## src/rtl/im_fetch_if.sv

```systemverilog
// AXI4 read-address / read-data channel bundle between the instruction-fetch
// master and instruction memory.
interface im_fetch_if #(
  parameter int ID_W = 4
);
  logic [ID_W-1:0] arid;
  logic [31:0]     araddr;
  logic [3:0]      arlen;
  logic [2:0]      arsize;
  logic [1:0]      arburst;
  logic            arvalid;
  logic            arready;
  logic [ID_W-1:0] rid;
  logic [31:0]     rdata;
  logic [1:0]      rresp;
  logic            rlast;
  logic            rvalid;
  logic            rready;

  modport master (
    output arid, araddr, arlen, arsize, arburst, arvalid, rready,
    input  arready, rid, rdata, rresp, rlast, rvalid
  );

  modport slave (
    input  arid, araddr, arlen, arsize, arburst, arvalid, rready,
    output arready, rid, rdata, rresp, rlast, rvalid
  );
endinterface

```

## src/rtl/im_fetch_master.sv

```systemverilog
// Instruction-fetch AXI4 read master: one single-beat read outstanding, flush drains.
// Optional fetch watchdog enabled by defining FETCH_TIMEOUT_EN.
module im_fetch_master #(
  parameter int ID_W    = 4,
  parameter int AXI_ID  = 0,
  parameter int TIMEOUT = 255
) (
  input  logic          clk,
  input  logic          rst,
  input  logic [31:0]   pc,
  input  logic          fetch_en,
  input  logic          flush,
  input  logic          wfi,
  output logic [31:0]   instr,
  output logic          instr_valid,
  output logic          im_busy,
  output logic          resp_err,
  output logic          fetch_err,
  im_fetch_if.master    axi
);
  localparam logic [31:0] NOP = 32'h0000_0013;

  typedef enum logic [1:0] {IDLE, ADDR, DATA, DROP} state_t;

  state_t      state, state_nxt;
  logic        arvalid_r, arvalid_nxt;
  logic        rready_r, rready_nxt;
  logic [31:0] araddr_r, araddr_nxt;
  logic [31:0] instr_nxt;
  logic        instr_valid_nxt, resp_err_nxt;
  logic        drop, drop_nxt;
  logic        beat_last;
  logic        abort;

  assign axi.arid    = ID_W'(AXI_ID);
  assign axi.araddr  = araddr_r;
  assign axi.arlen   = 4'd0;
  assign axi.arsize  = 3'b010;
  assign axi.arburst = 2'b01;
  assign axi.arvalid = arvalid_r;
  assign axi.rready  = rready_r;

  assign beat_last = axi.rvalid & rready_r & axi.rlast;

`ifdef FETCH_TIMEOUT_EN
  localparam logic [7:0] TIMER_LAST = 8'(TIMEOUT - 1);
  logic [7:0] timer;

  // Abort fires in the cycle the timer reaches its last count; fetch_err follows a cycle later.
  assign abort = ((state == ADDR) || (state == DATA)) && !drop && !flush &&
                 !beat_last && (timer == TIMER_LAST);

  always_ff @(posedge clk) begin
    if (!rst) begin
      timer     <= 8'd0;
      fetch_err <= 1'b0;
    end else begin
      fetch_err <= abort;
      if (state == IDLE)
        timer <= 8'd0;
      else if (((state == ADDR) || (state == DATA)) && !drop)
        timer <= timer + 8'd1;
    end
  end
`else
  assign abort     = 1'b0;
  assign fetch_err = 1'b0;
`endif

  logic unused_ok;
  assign unused_ok = ^{axi.rid, 32'(TIMEOUT)};

  // NOTE: every output of this block gets a default first, so no path leaves one unassigned and no latch is inferred.
  always_comb begin
    state_nxt       = state;
    arvalid_nxt     = arvalid_r;
    rready_nxt      = rready_r;
    araddr_nxt      = araddr_r;
    instr_nxt       = instr;
    instr_valid_nxt = 1'b0;
    resp_err_nxt    = 1'b0;
    drop_nxt        = drop;
    im_busy         = 1'b0;

    case (state)
      IDLE: begin
        im_busy = fetch_en & ~wfi & ~flush;
        if (fetch_en && !wfi && !flush) begin
          araddr_nxt  = pc;
          arvalid_nxt = 1'b1;
          drop_nxt    = 1'b0;
          state_nxt   = ADDR;
        end
      end
      ADDR: begin
        // The address cannot be withdrawn once offered, so a flush only marks the read for draining.
        im_busy  = ~abort;
        drop_nxt = drop | flush | abort;
        if (axi.arready) begin
          arvalid_nxt = 1'b0;
          rready_nxt  = 1'b1;
          state_nxt   = (drop | flush | abort) ? DROP : DATA;
        end
      end
      DATA: begin
        im_busy = ~(beat_last & ~flush) & ~abort;
        if (beat_last) begin
          rready_nxt = 1'b0;
          state_nxt  = IDLE;
          if (!flush) begin
            instr_valid_nxt = 1'b1;
            if (axi.rresp == 2'b00) begin
              instr_nxt = axi.rdata;
            end else begin
              instr_nxt    = NOP;
              resp_err_nxt = 1'b1;
            end
          end
        end else if (flush || abort) begin
          state_nxt = DROP;
        end
      end
      DROP: begin
        if (beat_last) begin
          rready_nxt = 1'b0;
          state_nxt  = IDLE;
        end
      end
      default: state_nxt = IDLE;
    endcase

    if (abort) begin
      instr_nxt       = NOP;
      instr_valid_nxt = 1'b1;
    end
  end

  // NOTE: state registers use non-blocking assignment so all flops update together from pre-edge values.
  always_ff @(posedge clk) begin
    if (!rst) begin
      state       <= IDLE;
      arvalid_r   <= 1'b0;
      rready_r    <= 1'b0;
      araddr_r    <= 32'd0;
      instr       <= NOP;
      instr_valid <= 1'b0;
      resp_err    <= 1'b0;
      drop        <= 1'b0;
    end else begin
      state       <= state_nxt;
      arvalid_r   <= arvalid_nxt;
      rready_r    <= rready_nxt;
      araddr_r    <= araddr_nxt;
      instr       <= instr_nxt;
      instr_valid <= instr_valid_nxt;
      resp_err    <= resp_err_nxt;
      drop        <= drop_nxt;
    end
  end
endmodule

```

## src/flat_wrapper.sv

```systemverilog
// flat-port wrapper written by rule: the top's interface ports become plain ports
module im_fetch_master_flat 
#(
  parameter int ID_W    = 4,
  parameter int AXI_ID  = 0,
  parameter int TIMEOUT = 255
)
  (clk, rst, pc, fetch_en, flush, wfi, instr, instr_valid, im_busy, resp_err, fetch_err, axi_arid, axi_araddr, axi_arlen, axi_arsize, axi_arburst, axi_arvalid, axi_rready, axi_arready, axi_rid, axi_rdata, axi_rresp, axi_rlast, axi_rvalid);
  im_fetch_if #(.ID_W(ID_W)) axi_i ();
  input  logic clk;
  input  logic rst;
  input  logic [31:0] pc;
  input  logic fetch_en;
  input  logic flush;
  input  logic wfi;
  output logic [31:0] instr;
  output logic instr_valid;
  output logic im_busy;
  output logic resp_err;
  output logic fetch_err;
  output wire logic [$bits(axi_i.arid)-1:0] axi_arid;
  output wire logic [$bits(axi_i.araddr)-1:0] axi_araddr;
  output wire logic [$bits(axi_i.arlen)-1:0] axi_arlen;
  output wire logic [$bits(axi_i.arsize)-1:0] axi_arsize;
  output wire logic [$bits(axi_i.arburst)-1:0] axi_arburst;
  output wire logic [$bits(axi_i.arvalid)-1:0] axi_arvalid;
  output wire logic [$bits(axi_i.rready)-1:0] axi_rready;
  input wire logic [$bits(axi_i.arready)-1:0] axi_arready;
  input wire logic [$bits(axi_i.rid)-1:0] axi_rid;
  input wire logic [$bits(axi_i.rdata)-1:0] axi_rdata;
  input wire logic [$bits(axi_i.rresp)-1:0] axi_rresp;
  input wire logic [$bits(axi_i.rlast)-1:0] axi_rlast;
  input wire logic [$bits(axi_i.rvalid)-1:0] axi_rvalid;
  assign axi_arid = axi_i.arid;
  assign axi_araddr = axi_i.araddr;
  assign axi_arlen = axi_i.arlen;
  assign axi_arsize = axi_i.arsize;
  assign axi_arburst = axi_i.arburst;
  assign axi_arvalid = axi_i.arvalid;
  assign axi_rready = axi_i.rready;
  assign axi_i.arready = axi_arready;
  assign axi_i.rid = axi_rid;
  assign axi_i.rdata = axi_rdata;
  assign axi_i.rresp = axi_rresp;
  assign axi_i.rlast = axi_rlast;
  assign axi_i.rvalid = axi_rvalid;
  im_fetch_master #(.ID_W(ID_W), .AXI_ID(AXI_ID), .TIMEOUT(TIMEOUT)) u_core (.clk(clk), .rst(rst), .pc(pc), .fetch_en(fetch_en), .flush(flush), .wfi(wfi), .instr(instr), .instr_valid(instr_valid), .im_busy(im_busy), .resp_err(resp_err), .fetch_err(fetch_err), .axi(axi_i));
endmodule
```

## config.mk

```make
export PLATFORM = sky130hd
export DESIGN_NAME = im_fetch_master_flat
export DESIGN_NICKNAME = d
export VERILOG_FILES = /design/src/rtl/im_fetch_if.sv /design/src/rtl/im_fetch_master.sv /design/src/flat_wrapper.sv
export SDC_FILE = /design/constraint.sdc
export NUM_CORES = 1
export LEC_CHECK = 0
export ABC_AREA = 1
export ABC_CLOCK_PERIOD_IN_PS = 1500
export BUFFER_PORTS_ARGS = -buffer_cell sky130_fd_sc_hd__clkbuf_2
export CAP_MARGIN = 40
export CELL_PAD_IN_SITES_DETAIL_PLACEMENT = 1
export CELL_PAD_IN_SITES_GLOBAL_PLACEMENT = 2
export CORE_MARGIN = 4
export CORE_UTILIZATION = 23
export DETAILED_ROUTE_END_ITERATION = 16
export PLACE_DENSITY = 0.83
export SLEW_MARGIN = 15
export SYNTH_ARGS = -nofsm -noshare
export SYNTH_HDL_FRONTEND = slang
export SYNTH_SLANG_ARGS = --single-unit
export TNS_END_PERCENT = 100
```

## constraint.sdc

```tcl
create_clock -name clk -period 1.5 [get_ports clk]
set_input_delay 0.075 -clock clk [delete_from_list [all_inputs] [get_ports clk]]
set_output_delay 0.075 -clock clk [all_outputs]
set_load 0.03 [all_outputs]
```

==> results of run 1 <==
## where the power goes
part           internal, mW  leakage (nW)  switching, mW  total (mW)
logic                 0.369          1.27          0.605       0.974
clock network          1.09         0.122          0.745        1.84
registers              1.99         0.576         0.0630        2.06
## worst max-delay path, cell delays in order (launching register included)
cell	delay [ns]
dfxtp_1	0.36
inv_1	0.12
nand2_2	0.11
inv_1	0.06
o21ai_0	0.07
nand3_1	0.11
clkbuf_8	0.18
## worst paths after layout
kind	endpoint	start
setup / recovery	im_busy	u_core.state[0]$_SDFFE_PN0P_
hold / removal	u_core.axi.araddr[24]$_SDFFE_PN0P_	pc[24]
setup reg to reg	u_core.instr[27]$_SDFFE_PN0P_	u_core.state[0]$_SDFFE_PN0P_
hold reg to reg	u_core.axi.araddr[24]$_SDFFE_PN0P_	u_core.axi.araddr[24]$_SDFFE_PN0P_
## synth_stat cells, drive strengths merged
cell	n	area share [%]
a21oi	35	6.1
a31oi	1	0.22
buf	28	8.1
clkbuf	9	1.2
conb	2	0.26
dfxtp	71	49
inv	41	5.3
nand2	44	6.1
nand3	38	7.3
nand3b	1	0.26
nor2	7	0.91
nor3	1	0.57
o21ai	67	14
## placed cells by master, fill, tap and decap left out, drive strengths merged
| cell type | count |
|---|---|
| nand3b | 1 |
| dfxtp | 71 |
| clkinv | 2 |
| nor3 | 1 |
| inv | 41 |
| a21oi | 35 |
| conb | 14 |
| o21ai | 67 |
| dlygate4sd3 | 32 |
| nor2 | 7 |
| a31oi | 1 |
| diode | 1 |
| bufbuf | 1 |
| nand3 | 38 |
| nand2 | 44 |
| clkbuf | 155 |
| buf | 10 |
## sequential cells by signal, indices dropped and copies added, names as in the netlist
name                flops
u_core.instr_valid      1
u_core.state            2
u_core.instr           32
u_core.drop             1
u_core.axi.araddr      32
u_core.axi.arvalid      1
u_core.axi.rready       1
u_core.resp_err         1
## kinds of logic after synthesis
family | after synthesis | share of synthesized area, %
AO/OA/AOI/OAI | 103 | 20.6
buffers and inverters | 78 | 14.7
flip-flops | 71 | 49.4
other | 2 | 0.261
AND/OR/NAND/NOR | 91 | 15.1
## metal layers
| metal | wire [um] | vias to the layer above | GRT usage (%) |
|---|---|---|---|
| met2 | 5250 | 84 | 24.6 |
| li1 | - | 1441 | - |
| met3 | 497 | 11 | 4.38 |
| met4 | 177 | 0 | 5.37 |
| met5 | 0 | - | 0 |
| met1 | 3860 | 1349 | 14.0 |
## area by class of cell
cell class,instances,area share (%)
clock buffers,12,5.43
diodes,1,0.0574
clock inverters,2,0.230
multi-input cells,208,25.7
flip-flops and latches,71,32.7
well taps,168,4.82
repair buffers,186,27.5
inverters,41,3.65
## what timing repair did
item | 4_1_cts | 5_1_grt
endpoints found under the hold margin | 32 | 0
endpoints found under the setup margin | 33 | 3
gates cloned | 1 | 1
resized for setup | 8 | 4
hold buffers | 32 | 0
pin swaps | 2 | 1
setup buffers | 3 | 2
## through the flow
| stage | hold WS (ns) | setup slack [ns] | area [um2] | power (mW) | setup TNS, ns |
|---|---|---|---|---|---|
| finish | 0.0148 | 0.0897 | 4360 | 4.87 | 0 |
| global route | 0.0244 | 0.00184 | 4350 | 5.15 | 0 |
| CTS | 0.00643 | -0.0311 | 4300 | 4.94 | -0.0311 |
| detailed placement | 0.312 | -0.0711 | 3650 | 2.91 | -1.48 |
| global placement | 0.304 | -0.0169 | 3650 | 2.88 | -0.175 |
| floorplan | 0.216 | 0.0358 | 2920 | 2.65 | 0 |
==> out/metrics.yaml, run 1 <==
min_path:
  hold_class: "primary input to register"
  holdPathStages: 3
clock_tree:
  cts.sinks: 71
  cts_root_buffer: "clkbuf_16"
  cts_made_buffers: 9
  cts-htree-levels: 3
  clock_latency_ns: 0.33
  clk_path_buf_depth: 2
  cts.clk_slew.worst_paths_ns: 0.05
  cts_tree: "built"
placed_design:
  dp_cells: 635
  gp_congestion: 0.707
  hpwl_um: 6470
  port_buffers: 142
setup_path:
  cp.arrival_ns: 1.34
  crit_fanout: 4
  r2r_slack_ns: 0.12
  crit_path_start_kind: "register"
  required_ns: 1.42
  path_class: "register to primary output"
  end_kind: "primary output"
  reg2reg_depth: 6
floorplan:
  core-area_mm2: 0.0121
  die-area_mm2: 0.0144
  io_pins: 161
  fp.dieH_um: 120
  fp.dieW_um: 120
  rows: 40
  initial_core_util_pct: 23.8
routing:
  wirelength_um: 9780
  first_iter_violations: 116
  ant_nets: 0
  drcViolationCount: 0
  detail_route.wl_per_cell_um: 14.2
  vias_per_cell: 4.19
  dr.pass1.iters: 4
  vias: 2885
layout:
  stdcell_count: 689
  multi_input_area_mm2: 0.00112
  area_growth_pct: 51.4
  ff_latch_area_mm2: 0.00142
  drive_gt1_share_pct: 38.3
  fin_util_pct: 36.0
  nets: 595
  fillerInstances: 1496
timing:
  setup-violations-final: 0
  rsz0062_at_grt: "no"
  min_period_ns: 1.41
  period_share_pct: 94.0
  hold_violations: 0
  fmax_mhz: 709
  drv_slew: 0
  clock_skew_ns: 0.00413
grt:
  grt_start_max_net_pins: 35
  grt_usage_pct: 13.4
  antenna_found_initial: 0
  grt_pass1_wl_um: 14900
  grt_pass1_vias: 2975
  overflow: 0
synth:
  ys_warn_count: 0
  synthesis.area_mm2: 0.00288
  synth-seq-cells: 71
  synth_seq_area_share_pct: 49.4
  synthCells: 345
  synth_cell_types: 21
  syn_avg_cell_area_um2: 8.34
power:
  ir_drop_mv: 0.707
  leakage_nw: 1.97
  p_per_area_mw_per_mm2: 1120
flow_run:
  max_cap_viol_count: 0
run_status:
  status: "finished clean"
No activity file was read; power rests on OpenSTA's default activity.
==> inputs of run 2 (changes only) <==
--- a/config.mk
+++ b/config.mk
@@ -7,13 +7,13 @@
 export LEC_CHECK = 0
 export ABC_AREA = 1
 export ABC_CLOCK_PERIOD_IN_PS = 1500
-export BUFFER_PORTS_ARGS = -buffer_cell sky130_fd_sc_hd__clkbuf_2
-export CAP_MARGIN = 40
+export CAP_MARGIN = 20
 export CELL_PAD_IN_SITES_DETAIL_PLACEMENT = 1
 export CELL_PAD_IN_SITES_GLOBAL_PLACEMENT = 2
-export CORE_MARGIN = 4
-export CORE_UTILIZATION = 23
+export CORE_MARGIN = 2
+export CORE_UTILIZATION = 33
 export DETAILED_ROUTE_END_ITERATION = 16
+export DONT_BUFFER_PORTS = 1
 export PLACE_DENSITY = 0.83
 export SLEW_MARGIN = 15
 export SYNTH_ARGS = -nofsm -noshare
==> run 2 against run 1 <==
  * Global-route usage rose by 4.2 points
  * Combinational power fell by 36%
  * Worst hold slack got worse by 0.0051 ns
  * Clock power fell by 11%
  * Utilization rose by 8.4 points
  * Clock skew rose by 0.0055 ns
  * Critical endpoint is now u_core.instr[4]$_SDFFE_PN1P_
==> out/metrics.yaml, run 2 (synthesized netlist as in run 1, its figures left out) <==
timing:
  whs_ns: 0.00964
  drv_slew: 0
  fmax_mhz: 698
  hold_violations: 0
  rsz0062_at_grt: "no"
  setup-violations-final: 0
  tns_ns: 0
  min_period_ns: 1.43
  clock_skew_ns: 0.00964
  period_share_pct: 95.6
  setup_ws_ns: 0.0666
grt:
  grt_usage_pct: 17.6
  grt_start_max_net_pins: 68
  antenna_found_initial: 0
  overflow: 0
  grt_pass1_vias: 2607
  grt_pass1_wl_um: 13500
setup_path:
  reg2reg_depth: 5
  path_class: "primary input to register"
  crit_path_start_kind: "primary input"
  cpMostUsedCell: "dlygate4sd3_1"
  max_stage_delay_ns: 0.57
  crit_chain: "dlygate4sd3_1 > nor2_2 > dlygate4sd3_1 > inv_1 > o21ai_1 > nand3_1"
  crit_fanout: 3
  end_kind: "register"
  required_ns: 1.71
  r2r_slack_ns: 0.11
  crit_path_top_delay_cell: "dlygate4sd3_1"
  cp.arrival_ns: 1.64
clock_tree:
  cts-htree-levels: 3
  cts_made_buffers: 9
  clock_latency_ns: 0.33
  cts_tree: "built"
  cts_root_buffer: "clkbuf_8"
  cts.clk_slew.worst_paths_ns: 0.07
  cts.sinks: 71
  clk_path_buf_depth: 2
placed_design:
  post-place-ws_ns: -0.0328
  gp_congestion: 0.713
  port_buffers: 0
  hpwl_um: 4550
layout:
  diodes: 0
  fin_util_pct: 44.4
  area_growth_pct: 32.5
  nets: 484
  final_cell_mix: "dfxtp_1, dlygate4sd3_1, nand2_1"
  drive_gt1_share_pct: 12.9
  layout_commonest_cell: "dfxtp_1"
routing:
  dr.pass1.iters: 4
  detail_route.wl_per_cell_um: 16.0
  drcViolationCount: 0
  ant_nets: 0
  first_iter_violations: 50
  wirelength_um: 8280
  vias_per_cell: 4.81
  vias: 2489
flow_run:
  max_cap_viol_count: 0
floorplan:
  rows: 34
  fp.dieH_um: 97.4
  initial_core_util_pct: 33.5
  core-area_mm2: 0.00859
  fp.dieW_um: 97.4
  io_pins: 161
  die-area_mm2: 0.00948
power:
  ir_drop_mv: 0.510
  leakage_nw: 1.43
  p_per_area_mw_per_mm2: 1170
  fin_total_pwr_mw: 4.48
min_path:
  hold_class: "primary input to register"
  holdPathStages: 2
run_status:
  status: "finished clean"
## run 2: cell types whose count changed in the layout (fill, tap and decap cells not counted), moves of 5 or more
cell	change
clkbuf_2	-141
dlygate4sd3_1	+37
clkbuf_16	-10
clkbuf_8	+8
buf_4	-5
## run 2: area by class of cell
cell class,instances,area [um2]
clock buffers,10,128
clock inverters,5,83.8
fillers,1016,4780
inverters,41,156
multi-input cells,208,1110
flip-flops and latches,71,1420
well taps,108,135
repair buffers,75,781
## run 2: report_power, final
part	internal (mW)	total (mW)	leakage [nW]	switching, mW
sequential	1.99	2.21	0.576	0.227
clock	0.931	1.64	0.0986	0.709
combinational	0.255	0.626	0.759	0.371
## run 2: routing by layer
layer  vias up  GRT usage, %  share of wire [%]
li1       1221             -                  -
met1      1164          18.9                 38
met2        82          31.3                 53
met3        22          6.19                6.2
met4         0          7.16                3.1
met5         -             0                  0
## run 2: what timing repair did
action / CTS / global route
pin swaps: 0 / 0
endpoints found under the setup margin: 26 / 7
hold endpoints to repair: 69 / 0
gates cloned: 0 / 0
gates resized for setup: 3 / 6
hold buffers: 70 / 0
buffers inserted: 2 / 0
## run 2: worst max-delay path: cells and delay by family
family / cells / cell delay (ns)
buffers and inverters: 3 / 1.18
AOI/OAI and AO/OA: 1 / 0.16
and+or+nand+nor: 2 / 0.21
## run 2: through the flow
step,cells,area [um2]
4_1_cts,518,3810
3_3_place_gp,431,2830
3_5_place_dp,431,2830
2_1_floorplan,357,2920
6_report,518,3810
5_1_grt,518,3810
## run 2: worst paths after layout
| check | from | endpoint |
|---|---|---|
| worst max-delay path | axi_rresp[0] | u_core.instr[4]$_SDFFE_PN1P_ |
| worst min-delay path | flush | u_core.drop$_SDFFE_PN0P_ |
| worst max register to register | u_core.state[1]$_SDFFE_PN0P_ | u_core.axi.araddr[8]$_SDFFE_PN0P_ |
| worst min register to register | u_core.drop$_SDFFE_PN0P_ | u_core.drop$_SDFFE_PN0P_ |
==> inputs of run 3 (changes only) <==
--- a/config.mk
+++ b/config.mk
@@ -6,7 +6,7 @@
 export NUM_CORES = 1
 export LEC_CHECK = 0
 export ABC_AREA = 1
-export ABC_CLOCK_PERIOD_IN_PS = 1500
+export ABC_CLOCK_PERIOD_IN_PS = 1580
 export CAP_MARGIN = 20
 export CELL_PAD_IN_SITES_DETAIL_PLACEMENT = 1
 export CELL_PAD_IN_SITES_GLOBAL_PLACEMENT = 2
@@ -14,7 +14,7 @@
 export CORE_UTILIZATION = 33
 export DETAILED_ROUTE_END_ITERATION = 16
 export DONT_BUFFER_PORTS = 1
-export PLACE_DENSITY = 0.83
+export PLACE_DENSITY = 0.76
 export SLEW_MARGIN = 15
 export SYNTH_ARGS = -nofsm -noshare
 export SYNTH_HDL_FRONTEND = slang
==> constraint.sdc (replaced) <==
create_clock -name clk -period 1.58 [get_ports clk]
set_input_delay 0.079 -clock clk [delete_from_list [all_inputs] [get_ports clk]]
set_output_delay 0.079 -clock clk [all_outputs]
set_load 0.03 [all_outputs]
==> run 3 against run 2 <==
  * Setup slack worse by 0.0074 ns
  * Sequential cell count unchanged
  * Register-to-register slack worse by 0.05 ns
  * Utilization up 1.3 points
  * First-iteration DRC count up 56%
  * Global-route usage down 0.24 points
  * Routed wire length up 2.6%
  * Non-clock buffer count up 3
  * Sequential power down 5%
  * Final area up 2.9%
  * Largest power group unchanged
==> out/metrics.yaml, run 3 (synthesized netlist as in run 1, its figures left out) <==
setup_path:
  crit_path_start_kind: "register"
  r2r_slack_ns: 0.06
  reg2reg_depth: 5
  path_class: "register to register"
  required_ns: 1.84
  r2r_start: "u_core.state[1]$_SDFFE_PN0P_"
  r2r-end: "u_core.state[1]$_SDFFE_PN0P_"
  crit_path_top_delay_cell: "dlygate4sd3_1"
  cp.arrival_ns: 1.78
  max_stage_delay_ns: 0.58
  crit_chain: "nor2_2 > nand2_1 > nand3_1 > dlygate4sd3_1 > a31oi_1"
  end_kind: "register"
  critical_path.startpoint: "u_core.state[1]$_SDFFE_PN0P_"
  crit_fanout: 5
  endpoint: "u_core.state[1]$_SDFFE_PN0P_"
timing:
  period_share_pct: 96.3
  hold_violations: 0
  clock_skew_ns: 0.00947
  min_period_ns: 1.52
  setup-violations-final: 0
  fmax_mhz: 658
  rsz0062_at_grt: "yes"
  drv_slew: 0
  setup_ws_ns: 0.0592
clock_tree:
  cts_root_buffer: "clkbuf_8"
  cts_tree: "built"
  clk_path_buf_depth: 2
  cts.sinks: 71
  cts.clk_slew.worst_paths_ns: 0.07
  clock_latency_ns: 0.33
  cts_made_buffers: 9
  cts-htree-levels: 3
grt:
  overflow: 0
  grt_pass1_vias: 2654
  grt_usage_pct: 17.3
  grt_pass1_wl_um: 13300
  antenna_found_initial: 0
  grt_start_max_net_pins: 68
routing:
  drcViolationCount: 0
  first_iter_violations: 78
  vias_per_cell: 4.85
  detail_route.wl_per_cell_um: 16.3
  ant_nets: 0
  dr.pass1.iters: 4
  wirelength_um: 8490
  vias: 2532
floorplan:
  fp.dieH_um: 97.4
  core-area_mm2: 0.00859
  rows: 34
  fp.dieW_um: 97.4
  io_pins: 161
  die-area_mm2: 0.00948
  initial_core_util_pct: 33.5
min_path:
  min_from: "flush"
  hold_class: "primary input to register"
flow_run:
  max_cap_viol_count: 0
placed_design:
  hpwl_um: 4660
  post-place-ws_ns: 0.000978
  gp_congestion: 0.655
  port_buffers: 0
power:
  p_int_mw: 3.41
  pwr-share-comb_pct: 13.6
  clkPwrFrac_pct: 41.4
  p_per_area_mw_per_mm2: 1190
  leakage_nw: 1.48
  switching_share_pct: 27.1
  p_switching_mw: 1.26
  sequentialPowerShare_pct: 45.0
  ir_drop_mv: 0.473
layout:
  drive_gt1_share_pct: 13.0
  layout_commonest_cell: "dlygate4sd3_1"
  final_cell_mix: "dlygate4sd3_1, dfxtp_1, nand2_1"
  fillerInstances: 1001
  fin_util_pct: 45.7
  area_growth_pct: 36.4
  nets: 487
  diodes: 0
run_status:
  status: "finished clean"
run 3: area by class of cell:
cell class              count  area [um2]  share of cell area [%]
flip-flops and latches     71        1420                    36.2
multi-input cells         208        1110                    28.4
clock buffers              11         141                    3.60
clock inverters             5         129                    3.28
inverters                  41         156                    3.98
repair buffers             78         828                    21.1
well taps                 108         135                    3.44
run 3: metal layers:
layer / global-route usage, % / vias to the layer above / share of wire [%]
li1: - / 1231 / -
met1: 18.0 / 1210 / 39
met2: 32.8 / 82 / 53
met3: 5.90 / 9 / 6.5
met4: 5.02 / 0 / 1.4
met5: 0 / - / 0
run 3: worst min path at each step:
stage	cells past startpoint	endpoint	slack, ns
2_1_floorplan	2	u_core.instr[20]$_SDFFE_PN0P_	0.22
3_3_place_gp	1	u_core.instr[4]$_SDFFE_PN1P_	0.18
3_5_place_dp	1	u_core.instr[4]$_SDFFE_PN1P_	0.18
4_1_cts	2	u_core.instr_valid$_SDFF_PN0_	0.02
5_1_grt	2	u_core.instr_valid$_SDFF_PN0_	0.05
6_report	2	u_core.drop$_SDFFE_PN0P_	0.04
run 3: timing repair:
action | 4_1_cts | 5_1_grt
cloned | 0 | 1
resized for setup | 3 | 3
pin swaps | 0 | 1
endpoints found under the setup margin | 2 | 24
setup buffers | 0 | 1
hold endpoints to repair | 69 | 0
hold buffers | 73 | 0
run 3: power by group through the flow:
| stage | registers, mW | clock network, mW | logic [mW] |
|---|---|---|---|
| after floorplan | 2.13 | 0 | 0.387 |
| after global placement | 2.14 | 0 | 0.399 |
| after detailed placement | 2.14 | 0 | 0.412 |
| after CTS | 2.10 | 2.01 | 0.602 |
| after global routing | 2.11 | 2.08 | 0.713 |
| final | 2.10 | 1.93 | 0.635 |
run 3: critical path: cells and delay by family (launching register included):
family	cells	cell delay, ns
compound gates	1	0.13
buf+inv	1	0.58
flops	1	0.46
simple gates	3	0.28
run 3: through the flow:
step / hold slack (ns) / power, mW / std cells / TNS [ns] / instance area (um2)
final: 0.0355 / 4.67 / 522 / 0 / 3930
after floorplan: 0.220 / 2.52 / 357 / 0 / 2920
after detailed placement: 0.179 / 2.55 / 431 / 0 / 2830
after CTS: 0.0206 / 4.71 / 520 / 0 / 3870
after global routing: 0.0465 / 4.91 / 522 / -0.131 / 3930
after global placement: 0.175 / 2.54 / 431 / 0 / 2830
